`src/rtl/sync_fifo_prog.sv`:
```
`default_nettype none
// ============================================================================
//  Module   : sync_fifo_prog
//  Purpose  : Single-clock FIFO with standard/FWFT read modes, exact occupancy,
//             programmable almost-full/almost-empty, flush and sticky errors.
//  Revision : 1.0 - initial release
// ============================================================================
module sync_fifo_prog #(
    parameter int DATA_WIDTH = 8,
    parameter int ADDR_WIDTH = 4,
    parameter int FWFT       = 0
) (
    input  logic                  clk,
    input  logic                  rst_n,
    input  logic [DATA_WIDTH-1:0] wdata,
    input  logic                  winc,
    input  logic                  rinc,
    input  logic                  flush,
    input  logic                  clr_err,
    input  logic [ADDR_WIDTH:0]   afull_thresh,
    input  logic [ADDR_WIDTH:0]   aempty_thresh,
    output logic [DATA_WIDTH-1:0] rdata,
    output logic                  wfull,
    output logic                  rempty,
    output logic                  almost_full,
    output logic                  almost_empty,
    output logic [ADDR_WIDTH:0]   count,
    output logic                  overflow,
    output logic                  underflow
);

    localparam int                c_DEPTH      = 1 << ADDR_WIDTH;
    localparam logic [ADDR_WIDTH:0] c_FULL_COUNT = c_DEPTH[ADDR_WIDTH:0];

    logic [DATA_WIDTH-1:0] r_mem [c_DEPTH];
    logic [ADDR_WIDTH-1:0] r_waddr;
    logic [ADDR_WIDTH-1:0] r_raddr;
    logic [ADDR_WIDTH:0]   r_count;
    logic                  r_overflow;
    logic                  r_underflow;

    logic w_full;
    logic w_empty;
    logic w_wr_ok;
    logic w_rd_ok;

    // Accept decisions look only at the pre-edge count, so a same-cycle read
    // never makes room for a write into a full FIFO (and vice versa).
    assign w_full  = (r_count == c_FULL_COUNT);
    assign w_empty = (r_count == '0);
    assign w_wr_ok = winc & ~w_full  & ~flush;
    assign w_rd_ok = rinc & ~w_empty & ~flush;

    always_ff @(posedge clk) begin
        if (w_wr_ok) begin
            r_mem[r_waddr] <= wdata;
        end
    end

    always_ff @(posedge clk or negedge rst_n) begin
        if (!rst_n) begin
            r_waddr <= '0;
            r_raddr <= '0;
            r_count <= '0;
        end else if (flush) begin
            r_waddr <= '0;
            r_raddr <= '0;
            r_count <= '0;
        end else begin
            if (w_wr_ok) begin
                r_waddr <= r_waddr + 1'b1;
            end
            if (w_rd_ok) begin
                r_raddr <= r_raddr + 1'b1;
            end
            case ({w_wr_ok, w_rd_ok})
                2'b10:   r_count <= r_count + 1'b1;
                2'b01:   r_count <= r_count - 1'b1;
                default: r_count <= r_count;
            endcase
        end
    end

    // A set event in the same cycle as clr_err leaves the flag set.
    always_ff @(posedge clk or negedge rst_n) begin
        if (!rst_n) begin
            r_overflow  <= 1'b0;
            r_underflow <= 1'b0;
        end else begin
            if (winc & w_full & ~flush) begin
                r_overflow <= 1'b1;
            end else if (clr_err) begin
                r_overflow <= 1'b0;
            end
            if (rinc & w_empty & ~flush) begin
                r_underflow <= 1'b1;
            end else if (clr_err) begin
                r_underflow <= 1'b0;
            end
        end
    end

    generate
        if (FWFT != 0) begin : g_fwft
            assign rdata = r_mem[r_raddr];
        end else begin : g_std
            logic [DATA_WIDTH-1:0] r_rdata;
            always_ff @(posedge clk or negedge rst_n) begin
                if (!rst_n) begin
                    r_rdata <= '0;
                end else if (w_rd_ok) begin
                    r_rdata <= r_mem[r_raddr];
                end
            end
            assign rdata = r_rdata;
        end
    endgenerate

    assign wfull        = w_full;
    assign rempty       = w_empty;
    assign almost_full  = (r_count >= afull_thresh);
    assign almost_empty = (r_count <= aempty_thresh);
    assign count        = r_count;
    assign overflow     = r_overflow;
    assign underflow    = r_underflow;

endmodule
`default_nettype wire

```
`config.mk`:
```
export PLATFORM = sky130hd
export DESIGN_NAME = sync_fifo_prog
export DESIGN_NICKNAME = d
export VERILOG_FILES = /design/src/rtl/sync_fifo_prog.sv
export SDC_FILE = /design/constraint.sdc
export NUM_CORES = 1
export LEC_CHECK = 0
export BUFFER_PORTS_ARGS = -buffer_cell sky130_fd_sc_hd__buf_2
export CORE_MARGIN = 8
export CORE_UTILIZATION = 45
export CTS_BUF_LIST = sky130_fd_sc_hd__clkbuf_16
export CTS_CLUSTER_SIZE = 16
export DETAILED_ROUTE_END_ITERATION = 10
export GPL_TIMING_DRIVEN = 0
export PLACE_DENSITY = 0.7
export SLEW_MARGIN = 15
export SYNTH_ARGS = -nofsm -noshare
export SYNTH_HDL_FRONTEND = slang
export SYNTH_SLANG_ARGS = --single-unit
```
`constraint.sdc`:
```
create_clock -name clk -period 4.7 [get_ports clk]
set_input_delay 0.94 -clock clk [delete_from_list [all_inputs] [get_ports clk]]
set_output_delay 0.94 -clock clk [all_outputs]
set_load 0.005 [all_outputs]
```
Word-level counts from Yosys, hierarchy flattened
Memory sizes are Yosys's and may differ from the RTL's. A register that Yosys moved wholly into a read port is not among the register bits.
Index checks and enable logic that the tools add are counted.
{"block": "totals", "reg_bits": 15, "memories": 1, "ram_bits": 128, "inputBits": 24}
{"block": "op_classes", "reduce_logical": 7, "magnitude_cmp": 2, "n_bitwise": 11, "n_eq_ne": 3, "n_addsub": 4, "muxes": 11}
{"memory": "r_mem", "words": 16, "width": 8, "rd": 1, "rd_clocked_by_memory_dff": 1, "wr": 1, "line_no": "35", "rtl": "logic [DATA_WIDTH-1:0] r_mem [c_DEPTH];"}
{"operator": "$mux W4", "count": 4}
{"operator": "$pmux W5 S2", "count": 1}
{"operator": "$add A4 B1 Y4 const B", "count": 2}
{"operator": "$and A1 B1 Y1", "count": 8}
{"operator": "$reduce_bool A2 Y1", "count": 4}
{"operator": "$add A5 B1 Y5 const B", "count": 1}
{"operator": "$eq A5 B5 Y1 const B", "count": 1}
{"operator": "$ge A5 B5 Y1", "count": 1}
{"operator": "$le A5 B5 Y1", "count": 1}
{"operator": "$logic_not A5 Y1", "count": 1}
{"operator": "$mux W1", "count": 5}
{"operator": "$mux W5", "count": 1}
{"operator": "$sub A5 B1 Y5 const B", "count": 1}
{"operator": "$not A1 Y1", "count": 3}
{"operator": "$reduce_bool A3 Y1", "count": 1}
{"operator": "$eq A2 B1 Y1 const B", "count": 1}
{"operator": "$eq A2 B2 Y1 const B", "count": 1}
{"operator": "$logic_not A1 Y1", "count": 1}

Longest topological paths before layout
Gate-level depths: netlist (run 1).
{"block": "depth", "word_depth": 7, "mapped_depth": 10, "depth_no_buf": 9}

Worst setup path before layout (run 1)
OpenSTA, ideal clock, no wires.
{"block": "synth_timing", "path_kind": "input to register", "from": "input port rinc", "to": "register r_count[4], in the netlist count[4]", "path_buffers": 1, "arrival_ns": 2.950, "slack_ns": 1.624, "stages": 9, "path_cell_list": "buf_2 > or3b_1 > mux2i_1 > xor2_1 > ha_1 > or3_1 > a21oi_1 > mux2i_1 > a221o_1"}
{"block": "synth_between", "elab_chain_len": 5, "word_cells_on_any_way": 7, "classes_between": "eq/ne: 2; mux: 2; bitwise: 2; reduce/logical: 1"}
{"item": "start: declaration", "line_no": "17", "rtl": "input logic rinc,"}
{"item": "$and A1 B1 Y1 (*) (2 in a row)", "line_no": "52", "rtl": "assign w_rd_ok = rinc & ~w_empty & ~flush;"}
{"item": "$eq A2 B1 Y1 / $eq A2 B2 Y1 (equally long branches)", "line_no": "76", "rtl": "case ({w_wr_ok, w_rd_ok})"}
{"item": "$pmux W5 S2", "line_no": "76"}
{"item": "$mux W5", "line_no": "65", "rtl": "end else if (flush) begin"}
{"item": "end signal: assignment", "line_no": "77", "rtl": "2'b10: r_count <= r_count + 1'b1;"}
{"item": "end signal: assignment", "line_no": "78", "rtl": "2'b01: r_count <= r_count - 1'b1;"}
{"item": "end signal: assignment", "line_no": "79", "rtl": "default: r_count <= r_count;"}
{"item": "end: declaration", "line_no": "38", "rtl": "logic [ADDR_WIDTH:0] r_count;"}
Every way passes the cells marked *; elsewhere a longest branch is shown, timed or not.
A chain may end at the register's enable or synchronous reset.

Worst setup path in the final report (run 1)
{"block": "layout_timing", "from": "input port aempty_thresh[1]", "to": "output port almost_empty"}
{"block": "layout_between", "elab_chain_len": 1}
{"item": "start: declaration", "line_no": "21", "rtl": "input logic [ADDR_WIDTH:0] aempty_thresh,"}
{"item": "$le A5 B5 Y1", "line_no": "122", "rtl": "assign almost_empty = (r_count <= aempty_thresh);"}
{"item": "end: declaration", "line_no": "26", "rtl": "output logic almost_empty,"}
No other way between the ends.

==> results.cfg, run 1 <==
[global_routing]
grt_use_total = 0.154
use_met3 = 0.0520
grt_pass1_vias = 3592
grt_max_degree = 24
antenna_found_initial = 0
overflow = 0
grt_pass1_wl_um = 20700
grt_util_met1 = 0.200
met2_usage = 0.240
busiest_layer = met2

[clock_tree]
cts_hold_buf = 0
htree_levels = 4
cts_tree = done
post-cts-setup-buffers = 0
clk_latency_ps = 420
clkSlewWorstSetupHoldPaths_ps = 60
cts.sinks = 151
cts_resized = 0
numCtsBuffers = 17
root_buffer = clkbuf_16
cts.path.max_buffers = 2

[placed_design]
dpl.hpwl_um = 8880
globalplace.congestion = 0.779
portBuffers = 41

[sta]
clock_skew_ps = 7.05
maxSlewHeadroom = 0.407
setup_viol_count_final = 0
rsz0062_at_grt = false
hold_viol_final = 0
finalSetupTns_ps = 0
period_needed_ps = 3210
tightestPinTransition_ps = 886
finalMaxSlewViolations = 0
finalCritPeriodShare = 0.683
fmax_mhz = 311

[floorplan]
rows = 43
die_w_um = 135
core_um2 = 13900
die_h_um = 135
start_util = 0.459
ios = 43
die_area_um2 = 18200

[setup_path]
worstSetupPathType = input pin to output port
path_delay_family = compound AO/OA/AOI/OAI gates
worst-path-buf-inv = 3
cp_slowest_cell = ha_1
critPathLaunchType = input pin
critPathMaxFanout = 2
r2r_setup_slack_ps = 1720
required_ps = 3760
critical-path-max-stage-delay_ps = 290
crit_chain = buf_2 > inv_1 > ha_1 > nor2b_1 > o21a_1 > o21a_1 > o21a_1 > o22ai_1 > buf_2
worstPathArrival_ps = 2270
crit_path_end_kind = output port
cpMostUsedCell = o21a_1

[pwr]
power_switching_mw = 1.09
leakage_nw = 2.62
internal-power_mw = 2.66
switching_share = 0.290
vdd_ir_drop_max_uv = 296
p_comb_frac = 0.215
seq_power_share = 0.430
p_clk_frac = 0.355
power_mw = 3.75
power_density_nw_per_um2 = 505

[yosys]
yosysWarnings = 0
synthCells = 369
synth_ff_type = edfxtp_1
netlist-cell-type-count = 40
yosysTopAreaCellShare = 0.603
netlist_area_um2 = 6380
yosysTopAreaCell = edfxtp_1
syn-num-nets = 410
async_flop_share = 0.152
synth_edf_count = 128
synth-seq-area-share = 0.693
syn_area_per_cell_um2 = 17.3
netlist_top_cells_area = edfxtp_1, mux4_2, dfrtp_1, ha_1, mux2i_1
synth-seq-cells = 151

[detailed_routing]
drt_iter0_markers = 276
viasPerCell = 5.58
first_pass_iters = 4
post_drt_wl_per_cell_um = 21.4
vias = 3468
ant_nets = 0
route.detailed.drc = 0
routed_wl_um = 13300

[layout]
synthToLayoutAreaGrowth_pct = 16.3
n_fill_cell = 1093
final_net_count = 470
diodes = 0
drive_above_1_share = 0.283

[job]
cap_violations = 0

[min_path]
hold_path.class = input pin to async pin

[run_status]
outcome = finished, final reports clean
-- layout make-up --
cell class | instances | area [µm²] | share of cell area
flip-flops and latches | 151 | 4420 | 0.596
multi-input cells | 184 | 1840 | 0.249
clock buffers | 17 | 425 | 0.0574
well taps | 180 | 225 | 0.0304
repair buffers | 41 | 205 | 0.0277
clock inverters | 15 | 158 | 0.0213
plain buffers | 18 | 80.1 | 0.0108
inverters | 16 | 60.1 | 0.00810
-- logic make-up (layout without fill, tap and decap cells) --
logic type	Yosys count	count (layout)	share of synthesized area
DFF	151	151	0.693
and+or+nand+nor	75	75	0.0575
muxes	53	53	0.146
buffers and inverters	34	107	0.0220
AOI/OAI and AO/OA	31	31	0.0369
adders and majority gates	17	17	0.0334
xor gates and xnor gates	8	8	0.0110
-- cell usage after synthesis, types with 3 or more instances --
master,count
buf_2,7
nor2b_1,3
nand2_1,15
inv_1,16
clkbuf_1,9
o21ai_0,3
nor2_1,32
a21oi_1,4
nand2b_1,5
xor2_1,6
a221oi_1,8
nand3_1,4
mux2i_1,19
nor4_1,3
nor3_1,4
ha_1,17
o21a_1,3
edfxtp_1,128
mux4_2,32
a21o_1,4
dfrtp_1,23
-- power groups by stage --
| stage | registers (mW) | clock network, mW | logic [mW] |
|---|---|---|---|
| 2_1_floorplan | 1.62 | 0 | 0.545 |
| 3_3_place_gp | 1.63 | 0 | 0.786 |
| 3_5_place_dp | 1.64 | 0 | 0.812 |
| 4_1_cts | 1.61 | 1.35 | 0.818 |
| 5_1_grt | 1.62 | 1.40 | 0.890 |
| 6_report | 1.61 | 1.33 | 0.807 |
-- state kept, by name, indices dropped and copies added, names as in the netlist --
signal,cells
rdata,8
overflow,1
r_mem,128
count,5
underflow,1
r_waddr,4
r_raddr,4
-- layout by cell type (no fill, tap or decap), drive strengths merged, types with 4 or more instances in the layout --
| master | Yosys | final |
|---|---|---|
| nor4 | 4 | 4 |
| mux2i | 19 | 19 |
| dfrtp | 23 | 23 |
| a21oi | 4 | 4 |
| edfxtp | 128 | 128 |
| ha | 17 | 17 |
| nor3 | 5 | 5 |
| nor2 | 32 | 32 |
| mux4 | 32 | 32 |
| clkbuf | 9 | 26 |
| xor2 | 6 | 6 |
| inv | 16 | 25 |
| nand3 | 4 | 4 |
| nand2 | 15 | 15 |
| a221oi | 8 | 8 |
| buf | 9 | 50 |
| nand2b | 6 | 6 |
| a21o | 4 | 4 |
-- through the flow --
step	setup WS, ps	util	cells	hold slack, ps	cell area, µm²
finish	1490	0.534	622	502	7420
detailed placement	1350	0.492	590	525	6830
global placement	1300	0.490	590	512	6810
CTS	1470	0.534	622	501	7420
floorplan	1620	-	369	523	6380
global route	1410	0.534	622	526	7420
-- path summary, 6_finish.rpt --
check	start	cells past startpoint	end
worst min-delay path	rst_n	1	count[0]
worst max-delay path	aempty_thresh[1]	9	almost_empty
min in group clk	overflow	2	overflow
max in group asynchronous	rst_n	1	r_waddr[3]
worst max register to register	count[1]	9	count[4]
worst min register to register	overflow	2	overflow
-- layer usage --
metal,wire length (µm),part of all wire
met5,0,0
met4,167,0.013
met2,6370,0.48
met1,5820,0.44
met3,971,0.073
-- worst reg2reg max path, delay by kind of cell, from the launching register on --
| kind | cells | cell delay (ps) |
|---|---|---|
| muxes | 2 | 630 |
| and+or+nand+nor | 2 | 760 |
| adders and majority gates | 1 | 260 |
| xor gates and xnor gates | 1 | 150 |
| buffers and inverters | 1 | 190 |
| AOI/OAI and AO/OA | 2 | 460 |
| DFF | 1 | 410 |
Note: power is estimated with default switching activity, not from simulation.
==> run 2: changes to the inputs <==
--- a/config.mk
+++ b/config.mk
@@ -12,7 +12,7 @@
 export CTS_CLUSTER_SIZE = 16
 export DETAILED_ROUTE_END_ITERATION = 10
 export GPL_TIMING_DRIVEN = 0
-export PLACE_DENSITY = 0.7
+export PLACE_DENSITY = 0.73
 export SLEW_MARGIN = 15
 export SYNTH_ARGS = -nofsm -noshare
 export SYNTH_HDL_FRONTEND = slang
==> constraint.sdc (replaced) <==
create_clock -name clk -period 2.85 [get_ports clk]
set_input_delay 0.57 -clock clk [delete_from_list [all_inputs] [get_ports clk]]
set_output_delay 0.57 -clock clk [all_outputs]
set_load 0.005 [all_outputs]
==> run 2 against run 1 <==
Against the previous run: register-to-register slack worse by 1500 ps; sequential share of layout area down 0.063 points; cell count up 0.16%; setup slack worse by 1300 ps; clock skew up 3.4 ps; critical endpoint is now almost_full; largest cell class unchanged; die area unchanged; via count up 3.4%.
==> results.cfg, run 2 (synthesized netlist as in run 1, its figures left out) <==
[run_status]
outcome = finished, final reports clean

[placed_design]
place_area_um2 = 6820
preCtsSetupSlack_ps = -229
placedCellCount = 590
dpl.hpwl_um = 8990
portBuffers = 41
globalplace.congestion = 0.797

[layout]
n_fill_cell = 1077
layout_common_cells = edfxtp_1, buf_2, nor2_1, mux4_2, dfrtp_1
fin_cells = 623
multiInputGateArea_um2 = 1860
largest_register_ffs = 128
layout_commonest_cell = edfxtp_1
final_net_count = 471
utilization = 0.535
drive_above_1_share = 0.289
synthToLayoutAreaGrowth_pct = 16.5
regArea_um2 = 4420
diodes = 0
largest_register = r_mem
stdcell_area_um2 = 7430

[sta]
finalSetupTns_ps = 0
clock_skew_ps = 10.5
setup_viol_count_final = 0
setup_ws_ps = 144
fmax_mhz = 370
maxSlewHeadroom = 0.374
whs_ps = 125
hold_viol_final = 0
period_needed_ps = 2710
finalCritPeriodShare = 0.950
finalMaxSlewViolations = 0
tightestPinTransition_ps = 936

[setup_path]
crit_path_end_kind = output port
critPathMaxFanout = 6
required_ps = 2280
worstSetupPathType = register to output port
critPathLaunchType = register
worstPathArrival_ps = 2140

[floorplan]
core_um2 = 13900
start_util = 0.459
die_w_um = 135
rows = 43
ios = 43
die_h_um = 135
die_area_um2 = 18200

[clock_tree]
htree_levels = 4
cts_tree = done
cts.path.max_buffers = 2
clkSlewWorstSetupHoldPaths_ps = 60
clk_latency_ps = 430
cts_hold_buf = 0
numCtsBuffers = 17
cts.sinks = 151
root_buffer = clkbuf_16

[pwr]
vdd_ir_drop_max_uv = 444
internal-power_mw = 4.40
seq_power_share = 0.430
leakage_nw = 2.62
power_mw = 6.19
power_switching_mw = 1.79
power_density_nw_per_um2 = 833
p_clk_frac = 0.350
p_comb_frac = 0.220
switching_share = 0.289

[global_routing]
use_met3 = 0.0472
grt_use_total = 0.156
grt_max_degree = 24
grt_pass1_vias = 3641
grt_util_met1 = 0.206
overflow = 0
grt_pass1_wl_um = 21100
met2_usage = 0.236
antenna_found_initial = 0
busiest_layer = met2

[min_path]
hold_path.class = input pin to async pin

[detailed_routing]
routed_wl_um = 13600
first_pass_iters = 7
vias = 3587
ant_nets = 0
viasPerCell = 5.76
drt_iter0_markers = 383
post_drt_wl_per_cell_um = 21.8
route.detailed.drc = 0

[job]
cap_violations = 0
run 2: cell count changes in the layout (fill, tap and decap cells not counted), sizes merged:
cell,delta
inv,-3
clkinvlp,+1
buf,+1
clkinv,+2
run 2: power groups by stage:
stage	Combinational, mW	Clock [mW]	Sequential [mW]
6_report	1.36	2.17	2.66
5_1_grt	1.49	2.29	2.67
4_1_cts	1.34	2.19	2.66
3_5_place_dp	1.33	0	2.70
3_3_place_gp	1.29	0	2.69
2_1_floorplan	0.899	0	2.67
run 2: final cells by class:
cell class,count,area share
inverter,16,0.00809
buffer,18,0.0108
sequential,151,0.595
clock inverter,15,0.0197
clock buffer,17,0.0573
timing repair buffer,42,0.0286
tap,180,0.0303
multi-input combinational,184,0.250
run 2: final timing paths:
check | startpoint | end | slack (ps) | cells past startpoint
max | count[0] | almost_full | 140 | 8
min | rst_n | count[1] | 120 | 1
max reg2reg | count[2] | r_mem[13][4] | 190 | 7
min reg2reg | underflow | underflow | 550 | 2
max in group asynchronous | rst_n | count[0] | 2340 | 1
min in group clk | clr_err | underflow | 340 | 2
run 2: repair_timing:
item / 4_1_cts / 5_1_grt
pin swaps: 0 / 1
setup endpoints to repair: 1 / 3
endpoints found under the hold margin: 0 / 0
resized for setup: 1 / 3
setup buffers: 0 / 1
run 2: worst max-delay path, cell delays in order, from the launching register on:
cell      delay (ps)
dfrtp_2          440
inv_2             70
ha_1             270
nand2b_1         140
a21o_1           170
a21o_1           170
a21o_1           160
a21o_1           170
buf_2            120
run 2: per-layer routing:
metal / wire length [µm] / part of all wire
met1: 5840 / 0.43
met5: 0 / 0
met2: 6260 / 0.46
met4: 238 / 0.018
met3: 1240 / 0.092
==> run 3: changes to the inputs <==
--- a/config.mk
+++ b/config.mk
@@ -7,12 +7,13 @@
 export LEC_CHECK = 0
 export BUFFER_PORTS_ARGS = -buffer_cell sky130_fd_sc_hd__buf_2
 export CORE_MARGIN = 8
-export CORE_UTILIZATION = 45
+export CORE_UTILIZATION = 54
 export CTS_BUF_LIST = sky130_fd_sc_hd__clkbuf_16
 export CTS_CLUSTER_SIZE = 16
 export DETAILED_ROUTE_END_ITERATION = 10
 export GPL_TIMING_DRIVEN = 0
-export PLACE_DENSITY = 0.73
+export PLACE_DENSITY = 0.83
+export SKIP_LAST_GASP = 1
 export SLEW_MARGIN = 15
 export SYNTH_ARGS = -nofsm -noshare
 export SYNTH_HDL_FRONTEND = slang
==> run 3 against run 2 <==
Against the previous run: die area is 15% lower; routed wire length is 0.27% lower; register-to-register slack worse by 80 ps; maximum frequency is 1.2% lower; count of clock-buffer cells in the layout stayed put; setup slack worse by 33 ps; clock skew is 2.8 ps lower; global-route usage is 2.4 points higher; hold slack better by 1.4 ps; core utilization is 11 points higher; sequential cell count stayed put.
==> results.cfg, run 3 (synthesized netlist as in run 1, its figures left out) <==
[run_status]
outcome = finished, final reports clean

[placed_design]
preCtsSetupSlack_ps = -67.0
placedCellCount = 553
dpl.hpwl_um = 8590
portBuffers = 41
place_area_um2 = 6790
globalplace.congestion = 0.801

[detailed_routing]
vias = 3579
post_drt_wl_per_cell_um = 23.2
ant_nets = 0
route.detailed.drc = 0
first_pass_iters = 5
routed_wl_um = 13500
viasPerCell = 6.12
drt_iter0_markers = 298

[clock_tree]
cts.path.max_buffers = 2
clkSlewWorstSetupHoldPaths_ps = 60
clk_latency_ps = 420
htree_levels = 4
post-cts-setup-buffers = 0
root_buffer = clkbuf_16
numCtsBuffers = 17
cts.sinks = 151
cts_tree = done

[layout]
fin_cells = 585
final_net_count = 470
largest_register_ffs = 128
diodes = 0
synthToLayoutAreaGrowth_pct = 16.5
stdcell_area_um2 = 7430
n_fill_cell = 735
layout_common_cells = edfxtp_1, buf_2, nor2_1, mux4_2, dfrtp_1
utilization = 0.648
largest_register = r_mem
drive_above_1_share = 0.283
layout_commonest_cell = edfxtp_1

[floorplan]
core_um2 = 11500
die_w_um = 125
die_h_um = 125
ios = 43
rows = 39
die_area_um2 = 15500
start_util = 0.556

[pwr]
power_density_nw_per_um2 = 855
leakage_nw = 2.65
vdd_ir_drop_max_uv = 527
power_mw = 6.36

[setup_path]
worstPathArrival_ps = 3040
crit_path_end_kind = register
crit_chain = nor4_4 > mux2i_4 > xor2_1 > ha_1 > or3_1 > a21oi_1 > mux2i_1 > a221o_1
worstSetupPathType = register to register
critPathMaxFanout = 6
critical-path-max-stage-delay_ps = 540
required_ps = 3150
critPathLaunchType = register
cp_slowest_cell = nor4_4

[sta]
fmax_mhz = 365
setup_ws_ps = 111
maxSlewHeadroom = 0.398
whs_ps = 126
finalCritPeriodShare = 0.961
finalSetupTns_ps = 0
finalMaxSlewViolations = 0
rsz0062_at_grt = true
setup_viol_count_final = 0
clock_skew_ps = 7.68
hold_viol_final = 0
tightestPinTransition_ps = 896
period_needed_ps = 2740

[job]
cap_violations = 0

[global_routing]
antenna_found_initial = 0
grt_max_degree = 24
grt_use_total = 0.181
grt_pass1_wl_um = 21300
grt_pass1_vias = 3763
overflow = 0

[min_path]
hold_path.class = input pin to async pin
-- run 3: cell types whose count changed in the layout (fill, tap and decap cells not counted) --
cell / delta
clkinv_4: +1
clkinvlp_4: -2
inv_6: +1
bufinv_16: +3
inv_2: -1
buf_4: -1
clkinv_2: -1
inv_1: +2
inv_8: -3
-- run 3: final timing paths --
| kind | startpoint | to | slack, ps | cells past startpoint |
|---|---|---|---|---|
| min in group clk | clr_err | underflow | 360 | 2 |
| max reg2reg | count[3] | count[4] | 110 | 8 |
| max | count[3] | count[4] | 110 | 8 |
| min reg2reg | overflow | overflow | 530 | 2 |
| min | rst_n | count[2] | 130 | 1 |
| max in group asynchronous | rst_n | count[0] | 2340 | 1 |
-- run 3: where the power goes --
part | internal (mW) | switching (mW)
combinational | 0.628 | 0.727
sequential | 2.53 | 0.113
clock | 1.47 | 0.884
total | 4.63 | 1.72
-- run 3: cell type report --
class / count / area [µm²] / share of cell area
Buffer: 18 / 80.1 / 0.0108
Multi-Input combinational cell: 184 / 1860 / 0.250
Clock buffer: 17 / 425 / 0.0572
Timing Repair Buffer: 41 / 205 / 0.0276
Tap cell: 143 / 179 / 0.0241
Sequential cell: 151 / 4420 / 0.595
Inverter: 16 / 60.1 / 0.00808
Clock inverter: 15 / 204 / 0.0274
-- run 3: metal layers --
metal	global-route usage	routed length, µm	up-vias
met5	0	0	-
met4	0.0801	366	0
met3	0.0523	1160	26
met2	0.288	6660	193
met1	0.225	5360	1801
li1	-	-	1559
-- run 3: what timing repair did --
item | 4_1_cts | 5_1_grt
hold buffers | 0 | 0
pin swaps | 0 | 1
setup endpoints to repair | 1 | 2
gates resized for setup | 2 | 1
-- run 3: critical path: cells and delay by family, from the launching register on --
kind / cells / cell delay [ps]
adders and majority gates: 1 / 220
and+or+nand+nor: 2 / 850
muxes: 2 / 490
AOI/OAI and AO/OA: 2 / 460
DFF: 1 / 480
xor gates and xnor gates: 1 / 100
